===== config.mk =====
export PLATFORM = sky130hd
export DESIGN_NAME = multi_signal_drawer
export DESIGN_NICKNAME = d
export VERILOG_FILES = /design/src/rtl/signal_drawer_pkg.sv /design/src/rtl/trace_hit_unit.sv /design/src/rtl/multi_signal_drawer.sv
export SDC_FILE = /design/constraint.sdc
export NUM_CORES = 1
export LEC_CHECK = 0
export ABC_AREA = 1
export ABC_CLOCK_PERIOD_IN_PS = 2400
export CORE_ASPECT_RATIO = 0.5
export CORE_MARGIN = 2
export CORE_UTILIZATION = 25
export DETAILED_ROUTE_END_ITERATION = 6
export SLEW_MARGIN = 20
export SYNTH_ARGS = -nofsm -noshare
export SYNTH_HDL_FRONTEND = slang
export SYNTH_HIERARCHICAL = 1
export SYNTH_SLANG_ARGS = --single-unit

===== constraint.sdc =====
create_clock -name CLK104MHZ -period 2.4 [get_ports CLK104MHZ]
set_input_delay 0.24 -clock CLK104MHZ [delete_from_list [all_inputs] [get_ports CLK104MHZ]]
set_output_delay 0.24 -clock CLK104MHZ [all_outputs]
set_load 0.005 [all_outputs]

===== src/rtl/signal_drawer_pkg.sv =====
// Shared constants and per-channel trace colours for the multi-channel waveform drawer.
package signal_drawer_pkg;

   localparam int RGB_W       = 12;
   localparam int MAX_CH      = 4;
   localparam int GAIN_W      = 3;
   localparam int PIPE_STAGES = 3;

   typedef logic [RGB_W-1:0] rgb_t;

   localparam rgb_t PIXEL_OFF = 12'h000;

   function automatic rgb_t ch_colour(input int ch);
      case (ch)
         0:       return 12'h6F0;
         1:       return 12'hF60;
         2:       return 12'h0CF;
         default: return 12'hFF0;
      endcase
   endfunction

endpackage


===== src/rtl/trace_hit_unit.sv =====
// One channel: sample -> screen row, then row hit test against the current raster line.
// SIGNAL_DRAWER_LINE_FILL_EN spans the hit range between this column and the previous one.
module trace_hit_unit
   import signal_drawer_pkg::*;
#(
   parameter int SAMPLE_WIDTH    = 12,
   parameter int Y_W             = 11,
   parameter int ACTIVE_VERT     = 1024,
   parameter int ZERO_LEVEL      = ACTIVE_VERT / 2,
   parameter int PIXEL_THICKNESS = 1
) (
   input  logic                           clk,
   input  logic                           rst_n,
   input  logic signed [SAMPLE_WIDTH-1:0] sample,
   input  logic [GAIN_W-1:0]              gain_shift,
   input  logic                           en,
   input  logic [Y_W-1:0]                 y,
   input  logic                           col_act,
   input  logic                           line_start,
   output logic                           hit
);

   localparam int LW = Y_W + 2;
   localparam logic signed [LW-1:0] ZL    = LW'(ZERO_LEVEL);
   localparam logic signed [LW-1:0] VMAX  = LW'(ACTIVE_VERT - 1);
   localparam logic signed [LW-1:0] THICK = LW'(PIXEL_THICKNESS);

   logic signed [SAMPLE_WIDTH-1:0] scaled;
   logic signed [LW-1:0]           scaled_ext, loc_raw, lo_s, hi_s, y_s;
   logic [Y_W-1:0]                 loc, lo, hi;

   always_comb begin
      scaled     = sample >>> gain_shift;
      scaled_ext = LW'(scaled);
      loc_raw    = ZL - scaled_ext;
      if (loc_raw[LW-1])
         loc = '0;
      else if (loc_raw > VMAX)
         loc = VMAX[Y_W-1:0];
      else
         loc = loc_raw[Y_W-1:0];
   end

`ifdef SIGNAL_DRAWER_LINE_FILL_EN
   logic [Y_W-1:0] prev_loc_q, prev_loc_d, prev_eff;

   // First column of a line has no left neighbour, so it draws as a point.
   always_comb begin
      prev_eff   = line_start ? loc : prev_loc_q;
      prev_loc_d = col_act ? loc : prev_loc_q;
      lo         = (loc < prev_eff) ? loc : prev_eff;
      hi         = (loc < prev_eff) ? prev_eff : loc;
   end

   always_ff @(posedge clk or negedge rst_n) begin
      if (!rst_n)
         prev_loc_q <= Y_W'(ZERO_LEVEL);
      else
         prev_loc_q <= prev_loc_d;
   end
`else
   logic unused_fill;
   assign unused_fill = ^{clk, rst_n, col_act, line_start};

   always_comb begin
      lo = loc;
      hi = loc;
   end
`endif

   // Widen before subtracting the thickness so row 0 cannot wrap.
   always_comb begin
      y_s  = $signed({2'b00, y});
      lo_s = $signed({2'b00, lo}) - THICK;
      hi_s = $signed({2'b00, hi}) + THICK;
      hit  = en && (y_s >= lo_s) && (y_s <= hi_s);
   end

endmodule


===== src/rtl/multi_signal_drawer.sv =====
// Overlays N_CH sampled waveforms on a VGA raster with a fixed 3-cycle pixel pipeline.
// Define SIGNAL_DRAWER_LINE_FILL_EN to join adjacent columns with vertical segments.
module multi_signal_drawer
   import signal_drawer_pkg::*;
#(
   parameter int N_CH            = 2,
   parameter int SAMPLE_WIDTH    = 12,
   parameter int ACTIVE_HOR      = 1280,
   parameter int ACTIVE_VERT     = 1024,
   parameter int X_W             = 11,
   parameter int Y_W             = 11,
   parameter int ADD_SIZE        = 11,
   parameter int ZERO_LEVEL      = ACTIVE_VERT / 2,
   parameter int PIXEL_THICKNESS = 1
) (
   input  logic                         CLK104MHZ,
   input  logic                         RST_N,
   input  logic [X_W-1:0]               current_x_read,
   input  logic [Y_W-1:0]               current_y_read,
   input  logic                         sVert,
   input  logic                         sHor,
   input  logic                         blnk,
   input  logic [N_CH*SAMPLE_WIDTH-1:0] ADC_OUT,
   input  logic [GAIN_W-1:0]            gain_shift,
   input  logic [N_CH-1:0]              ch_enable,
   output logic [RGB_W-1:0]             pixel,
   output logic [X_W-1:0]               signalReadX,
   output logic [Y_W-1:0]               signalReadY,
   output logic                         signalsVert,
   output logic                         signalsHor,
   output logic                         signalblnk,
   output logic [ADD_SIZE-1:0]          ADD,
   output logic                         activeBRAMselect,
   output logic                         frame_done
);

   localparam logic [X_W-1:0] X_LAST = X_W'(ACTIVE_HOR - 1);
   localparam logic [Y_W-1:0] Y_LAST = Y_W'(ACTIVE_VERT - 1);

   typedef struct packed {
      logic [X_W-1:0] x;
      logic [Y_W-1:0] y;
      logic           svert;
      logic           shor;
      logic           blnk;
      logic           act;
      logic           frame_end;
   } rast_t;

   rast_t [PIPE_STAGES-1:0] pipe_q, pipe_d;
   logic [ADD_SIZE-1:0]     add_q, add_d;
   logic                    last_seen_q, last_seen_d;
   logic                    bram_sel_q, bram_sel_d;
   rgb_t                    pixel_q, pixel_d;
   logic                    in_active, at_last;

   logic [N_CH-1:0] hit, first_hit;
   rgb_t            rgb_acc [N_CH:0];

   // Frame end is edge-detected so a held last position counts once.
   always_comb begin
      in_active   = (current_x_read <= X_LAST) && (current_y_read <= Y_LAST);
      at_last     = (current_x_read == X_LAST) && (current_y_read == Y_LAST);
      last_seen_d = at_last;

      pipe_d[0].x         = current_x_read;
      pipe_d[0].y         = current_y_read;
      pipe_d[0].svert     = sVert;
      pipe_d[0].shor      = sHor;
      pipe_d[0].blnk      = blnk;
      pipe_d[0].act       = in_active;
      pipe_d[0].frame_end = at_last && !last_seen_q;
      pipe_d[1]           = pipe_q[0];
      pipe_d[2]           = pipe_q[1];

      add_d      = in_active ? ADD_SIZE'(current_x_read) : add_q;
      bram_sel_d = bram_sel_q ^ pipe_q[1].frame_end;
   end

   // Stage 2 meets the buffer data; lowest channel index wins the pixel.
   assign rgb_acc[0] = PIXEL_OFF;

   for (genvar k = 0; k < N_CH; k++) begin : g_ch
      trace_hit_unit #(
         .SAMPLE_WIDTH    (SAMPLE_WIDTH),
         .Y_W             (Y_W),
         .ACTIVE_VERT     (ACTIVE_VERT),
         .ZERO_LEVEL      (ZERO_LEVEL),
         .PIXEL_THICKNESS (PIXEL_THICKNESS)
      ) u_hit (
         .clk        (CLK104MHZ),
         .rst_n      (RST_N),
         .sample     (ADC_OUT[k*SAMPLE_WIDTH +: SAMPLE_WIDTH]),
         .gain_shift (gain_shift),
         .en         (ch_enable[k]),
         .y          (pipe_q[1].y),
         .col_act    (pipe_q[1].act),
         .line_start (pipe_q[1].x == '0),
         .hit        (hit[k])
      );

      if (k == 0) begin : g_first
         assign first_hit[k] = hit[k];
      end else begin : g_rest
         assign first_hit[k] = hit[k] && !(|hit[k-1:0]);
      end

      assign rgb_acc[k+1] = rgb_acc[k] | (first_hit[k] ? ch_colour(k) : PIXEL_OFF);
   end

   always_comb begin
      pixel_d = PIXEL_OFF;
      if (pipe_q[1].act && !pipe_q[1].blnk)
         pixel_d = rgb_acc[N_CH];
   end

   always_ff @(posedge CLK104MHZ or negedge RST_N) begin
      if (!RST_N) begin
         pipe_q      <= '0;
         add_q       <= '0;
         last_seen_q <= 1'b0;
         bram_sel_q  <= 1'b0;
         pixel_q     <= PIXEL_OFF;
      end else begin
         pipe_q      <= pipe_d;
         add_q       <= add_d;
         last_seen_q <= last_seen_d;
         bram_sel_q  <= bram_sel_d;
         pixel_q     <= pixel_d;
      end
   end

   logic unused_stage;
   assign unused_stage = pipe_q[2].act;

   assign pixel            = pixel_q;
   assign signalReadX      = pipe_q[2].x;
   assign signalReadY      = pipe_q[2].y;
   assign signalsVert      = pipe_q[2].svert;
   assign signalsHor       = pipe_q[2].shor;
   assign signalblnk       = pipe_q[2].blnk;
   assign ADD              = add_q;
   assign activeBRAMselect = bram_sel_q;
   assign frame_done       = pipe_q[2].frame_end;

endmodule


==> impl_summary.txt, run 1 <==
----------------------------------------------------
[Outcome]
  Result of the run ... complete, but fails checks
  Violations in the final reports ... negative setup slack

[Finish]
  Proportion of layout cells with a drive suffix above 1 ... 0.438
  Final non-filler cell total ... 1,521
  Layout Utilization ... 0.413
  Most frequent cells in the layout ... nand2_1 (209), buf_4 (178), dfrtp_1 (96)
  Number of nets in the final layout ... 1,269
  Most common cell after layout, fill and taps aside ... nand2_1
  Growth of design area from synthesis to finish ... 61.3%

[Worst setup path]
  Reg-to-reg startpoint ... pipe_d[59]
  Worst Setup Start Kind ... input port
  Setup slack, reg-to-reg ... 0.21 ns
  Data required time of the worst path ... 2.63 ns
  Cell mode on critical path ... nand2_2
  Worst Reg2Reg Path Length in Cells ... 15
  Capturing element type of the critical path ... register
  Maximum single-stage delay on the critical path ... 0.29 ns
  Maximum fanout along the worst path ... 6
  Critical path class ... in2reg
  Data arrival, critical path ... 3.88 ns
  Critical-path top delay cell ... ha_1
  Endpoint of the lowest-slack register-to-register path ... pixel[10]

[Floorplanning]
  FP Rows ... 42
  Die Width ... 237 um
  I/O pin total ... 106
  Floorplan die area ... 0.0286 mm^2
  Starting utilization of the core area ... 0.256
  Die Ht ... 121 um
  Core Region ... 0.0266 mm^2

[Clock tree]
  Clock root buffer ... clkbuf_16
  Deepest clock path buffer count ... 2
  CTS tree ... done
  Clock latency on the worst-skew pair ... 0.34 ns
  Max H-tree Level ... 3
  Num Clock Sinks ... 96
  Clock input transition at the sequential cells of the worst setup and hold paths ... 0.07 ns
  TritonCTS buffer count ... 9

[Timing]
  Upper clock frequency limit ... 274 MHz
  Setup repair after global routing missed its margin ... yes
  Clock skew ... 0.00711 ns
  Post-route worst setup slack ... -1.25 ns
  Max Transition Viols Final ... 0
  Slew at the pin with the worst max-slew slack ... 0.563 ns
  Share of the cycle needed by the critical path after routing ... 1.52
  Number of hold violations in the final report ... 0
  Max transition margin ... 0.625
  Minimum clock period ... 3.65 ns
  Final setup violation count ... 3

[Synthesis]
  Synthesized cell area ... 0.00681 mm^2
  Synth Instances ... 877
  Mean area per synthesized cell ... 7.76 um^2
  Count of warnings emitted by yosys ... 6

[Placement]
  Placed wire-length estimate ... 15,000 um
  IO buf count ... 101
  Placement-stage worst setup slack ... -2.30 ns
  Placed instance count ... 1,470
  Routability cong. ... 0.845

[Global route]
  Pin count of the biggest net entering global routing ... 53
  Via count of the first global-routing pass ... 6,872
  Wire length of the first global-routing pass ... 32,200 um
  Aggregate global routing overflow ... 0
  Number of antenna violations at the first check in global routing ... 1
  GRT Total Usage ... 0.137

[Power]
  Overall power consumption ... 0.00601 W
  Power per Cell Area ... 548 mW/mm^2
  Peak supply drop ... 361 uV
  Leak Pwr ... 5.28 nW

[Route]
  Pre-antenna DRT Iters ... 4
  Iteration-0 DRC Markers ... 262
  Number of antenna-violating nets in the routed design ... 0
  DRC violations left ... 0
  Vias after detailed routing ... 6,780
  Vias per inst ... 4.46
  Per-cell routed wire length ... 13.1 um
  Total wire length ... 19,900 um

[Min path]
  Hold path depth ... 1
  Worst Hold End ... pipe_d[31]
  Class of the most critical hold timing path ... in2reg
  Critical hold path startpoint ... sVert

[Run]
  MaxCap Viol Count ... 0

----------------------------------------------------
## state kept, by name, indices dropped and copies added, names as in the netlist
register          flops
ADD                  11
pixel                 3
signalReadY          11
activeBRAMselect      1
signalsVert           1
last_seen_q           1
pipe_d               54
signalblnk            1
signalsHor            1
signalReadX          11
frame_done            1
## how the worst max path moves through the flow
stage | slack (ns) | cells after the start | start | to
floorplan | -1.28 | 32 | gain_shift[0] | pixel[10]
global placement | -2.25 | 31 | gain_shift[1] | pixel[10]
detailed placement | -2.30 | 31 | gain_shift[1] | pixel[10]
CTS | -1.25 | 32 | gain_shift[0] | pixel[10]
global route | -1.48 | 33 | ADC_OUT[20] | pixel[10]
finish | -1.25 | 33 | gain_shift[0] | pixel[10]
## through the flow
step,area [um^2],setup TNS (ns),hold slack (ns)
6_report,11000,-3.71,0.337
5_1_grt,11000,-4.42,0.321
4_1_cts,10400,-3.62,0.326
3_5_place_dp,9410,-6.81,0.278
3_3_place_gp,9410,-6.66,0.268
2_1_floorplan,6920,-3.80,-0.0556
## per-layer routing
metal | global-route usage | share of wire | wire [um] | up-vias
met5 | 0 | 0 | 0 | -
met4 | 0.0393 | 0.019 | 376 | 0
met3 | 0.0178 | 0.018 | 362 | 24
met2 | 0.255 | 0.52 | 10400 | 78
met1 | 0.166 | 0.44 | 8780 | 3238
li1 | - | - | - | 3440
## power by group
group | total, W | switching, W | internal (W)
Combinational | 0.00283 | 0.00146 | 0.00138
Sequential | 0.00177 | 0.0000610 | 0.00171
Clock | 0.00141 | 0.000668 | 0.000745
## repair_timing
item / CTS / global route
gates resized for setup: 179 / 133
endpoints found under the hold margin: 44 / 0
hold buffers: 1 / 0
endpoints found under the setup margin: 3 / 3
buffers inserted: 15 / 15
cloned: 3 / 0
pin swaps: 92 / 84
## cell type report
class,count,area (um^2)
well taps,352,440
multi-input cells,684,4900
clock buffers,9,225
repair buffers,298,2610
diodes,1,2.50
inverters,74,315
flip-flops and latches,96,2400
clock inverters,7,76.3
fillers,2579,15600
## critical path: cells and delay by family
| family | cells | cell delay [ns] |
|---|---|---|
| and+or+nand+nor | 18 | 1.51 |
| AOI/OAI and AO/OA | 7 | 0.92 |
| adders and majority gates | 3 | 0.64 |
| buffers and inverters | 4 | 0.39 |
| xor gates and xnor gates | 1 | 0.13 |
Power figures use the tool's default switching activity.
==> inputs of run 2 (changes only) <==
--- a/config.mk
+++ b/config.mk
@@ -9,8 +9,10 @@
 export ABC_CLOCK_PERIOD_IN_PS = 2400
 export CORE_ASPECT_RATIO = 0.5
 export CORE_MARGIN = 2
-export CORE_UTILIZATION = 25
+export CORE_UTILIZATION = 55
 export DETAILED_ROUTE_END_ITERATION = 6
+export PLACE_DENSITY = 0.81
+export SETUP_SLACK_MARGIN = 0.3
 export SLEW_MARGIN = 20
 export SYNTH_ARGS = -nofsm -noshare
 export SYNTH_HDL_FRONTEND = slang
==> impl_summary.txt, run 2 (synthesis results as in run 1) <==
----------------------------------------------------
[Global route]
  Aggregate global routing overflow ... 0 (unchanged)
  Number of antenna violations at the first check in global routing ... 0 (-1)
  Via count of the first global-routing pass ... 6,799 (-1.1%)
  Wire length of the first global-routing pass ... 31,400 um (-2.5%)
  Pin count of the biggest net entering global routing ... 51 (-3.8%)
  GRT Total Usage ... 0.294 (+0.157)

[Min path]
  Hold path depth ... 0 (-1)
  Critical hold path startpoint ... pipe_d[52]
  Worst Hold End ... pipe_d[79]
  Class of the most critical hold timing path ... reg2reg

[Finish]
  Combined area of the multi-input logic cells ... 0.00462 mm^2 (-5.8%)
  Most frequent cells in the layout ... nand2_1 (232), buf_4 (163), dfrtp_1 (96)
  Seq. cell area ... 0.00240 mm^2 (unchanged)
  Growth of design area from synthesis to finish ... 52.3%
  Proportion of layout cells with a drive suffix above 1 ... 0.394 (-0.0446)
  Filler cells ... 637 (-75%)
  Layout Utilization ... 0.867 (+0.454)
  Count of inserted antenna diode cells ... 0 (-1)
  Most common cell after layout, fill and taps aside ... nand2_1
  Number of nets in the final layout ... 1,254 (-1.2%)
  Max FFs per register ... 54 (unchanged)

[Power]
  Leak Pwr ... 5.19 nW (-1.7%)
  Overall power consumption ... 0.00592 W (-1.5%)
  Power per Cell Area ... 571 mW/mm^2 (+4.3%)
  Peak supply drop ... 827 uV (+130%)

[Route]
  Pre-antenna DRT Iters ... 5 (+1)
  Total wire length ... 20,400 um (+2.6%)
  Met3 routed wirelength ... 1190 um (+230%)
  Vias after detailed routing ... 7,001 (+3.3%)
  Top layer reached by signal wires ... met4
  Iteration-0 DRC Markers ... 407 (+55%)
  DRC violations left ... 0 (unchanged)
  Number of antenna-violating nets in the routed design ... 0 (unchanged)
  Per-cell routed wire length ... 15.5 um (+18%)
  Routed metal-1 wire length ... 8530 um (-2.9%)
  Detailed route wirelength on metal2 ... 10,200 um (-1.8%)
  Vias per inst ... 5.31 (+19%)

[Placement]
  IO buf count ... 101 (unchanged)
  Placement-stage worst setup slack ... -2.14 ns (+0.154 ns)
  Placed wire-length estimate ... 13,500 um (-10%)
  Routability cong. ... 0.892 (+5.5%)

[Worst setup path]
  Capturing element type of the critical path ... register
  Critical-path top delay cell ... ha_1
  Data arrival, critical path ... 3.97 ns (+0.09 ns)
  Data required time of the worst path ... 2.65 ns (+0.02 ns)
  Worst Reg2Reg Path Length in Cells ... 14 (-1)
  Setup slack, reg-to-reg ... 0.17 ns (-0.04 ns)
  Endpoint of the lowest-slack register-to-register path ... pixel[8]
  Maximum single-stage delay on the critical path ... 0.27 ns (-0.02 ns)
  Maximum fanout along the worst path ... 7 (+1)
  Reg-to-reg startpoint ... pipe_d[59]
  Worst Setup Start Kind ... input port
  Critical path class ... in2reg

[Clock tree]
  Clock root buffer ... clkbuf_16
  TritonCTS buffer count ... 9 (unchanged)
  Clock input transition at the sequential cells of the worst setup and hold paths ... 0.06 ns (about the same)
  CTS tree ... done
  Clock latency on the worst-skew pair ... 0.33 ns (about the same)
  Max H-tree Level ... 3 (unchanged)
  Num Clock Sinks ... 96 (unchanged)
  Deepest clock path buffer count ... 2 (unchanged)

[Timing]
  Slew at the pin with the worst max-slew slack ... 0.604 ns (+0.0410 ns)
  Clock skew ... 0.00327 ns (-0.00384 ns)
  Post-route worst setup slack ... -1.32 ns (-0.0743 ns)
  Number of hold violations in the final report ... 0 (unchanged)
  Max Transition Viols Final ... 0 (unchanged)
  Minimum clock period ... 3.72 ns (+0.0743 ns)
  Final setup violation count ... 3 (unchanged)
  Max transition margin ... 0.597 (-0.0273)
  Share of the cycle needed by the critical path after routing ... 1.55 (+0.0310)
  Upper clock frequency limit ... 268 MHz (-2.0%)
  Setup repair after global routing missed its margin ... yes

[Floorplanning]
  FP Rows ... 28 (-33%)
  Core Region ... 0.0119 mm^2 (-55%)
  Die Width ... 161 um (-32%)
  Starting utilization of the core area ... 0.570 (+0.314)
  Floorplan die area ... 0.0133 mm^2 (-53%)
  Die Ht ... 82.7 um (-32%)
  I/O pin total ... 106 (unchanged)

[Outcome]
  Violations in the final reports ... negative setup slack
  Result of the run ... complete, but fails checks

[Run]
  MaxCap Viol Count ... 0 (unchanged)

----------------------------------------------------
-- run 2: power by group --
group / leakage, nW / internal, W / switching (W)
Combinational: 3.90 / 0.00123 / 0.00142
Sequential: 1.15 / 0.00171 / 0.0000582
Clock: 0.152 / 0.000939 / 0.000558
Total: 5.19 / 0.00388 / 0.00204
-- run 2: layout make-up --
cell class,instances,share of cell area
flip-flops and latches,96,0.232
multi-input cells,684,0.446
inverters,74,0.0309
clock buffers,11,0.0234
well taps,165,0.0199
clock inverters,5,0.00773
repair buffers,283,0.240
-- run 2: stage by stage --
step / instances / hold slack (ns) / TNS [ns] / instance area (um^2)
4_1_cts: 1309 / 0.343 / -3.69 / 10000
5_1_grt: 1318 / 0.344 / -4.64 / 10400
3_3_place_gp: 1263 / 0.279 / -6.11 / 9010
3_5_place_dp: 1263 / 0.284 / -6.39 / 9010
2_1_floorplan: 880 / -0.0556 / -3.80 / 6920
6_report: 1318 / 0.347 / -3.94 / 10400
-- run 2: how the worst max path moves through the flow --
| stage | startpoint | endpoint | slack, ns | cells after the start |
|---|---|---|---|---|
| final | gain_shift[1] | pixel[8] | -1.32 | 34 |
| after global routing | ADC_OUT[1] | pixel[8] | -1.57 | 30 |
| after CTS | gain_shift[0] | pixel[8] | -1.24 | 32 |
| after detailed placement | gain_shift[0] | pixel[8] | -2.14 | 33 |
| after global placement | gain_shift[0] | pixel[8] | -2.04 | 33 |
| after floorplan | gain_shift[0] | pixel[10] | -1.28 | 32 |
-- run 2: worst max-delay path: cells and delay by family --
family,cells,cell delay [ns]
AOI/OAI and AO/OA,8,1.05
xor gates and xnor gates,1,0.12
adders and majority gates,1,0.27
buffers and inverters,6,0.69
and+or+nand+nor,18,1.58
-- run 2: metal layers --
| layer | global-route usage | vias up |
|---|---|---|
| met2 | 0.547 | 223 |
| met1 | 0.351 | 3329 |
| met3 | 0.0564 | 51 |
| met5 | 0 | - |
| met4 | 0.0946 | 0 |
| li1 | - | 3398 |
-- run 2: repair_timing --
item,CTS,global route
gates resized for setup,177,70
hold endpoints to repair,49,0
gates cloned,3,0
endpoints found under the setup margin,3,3
hold buffers,1,0
pin swaps,95,55
setup buffers,26,9
==> inputs of run 3 (changes only) <==
--- a/config.mk
+++ b/config.mk
@@ -7,6 +7,7 @@
 export LEC_CHECK = 0
 export ABC_AREA = 1
 export ABC_CLOCK_PERIOD_IN_PS = 2400
+export CAP_MARGIN = 20
 export CORE_ASPECT_RATIO = 0.5
 export CORE_MARGIN = 2
 export CORE_UTILIZATION = 55
==> results of run 3 <==
Same layout as run 2: the final DEF is identical, and so are final timing and power.
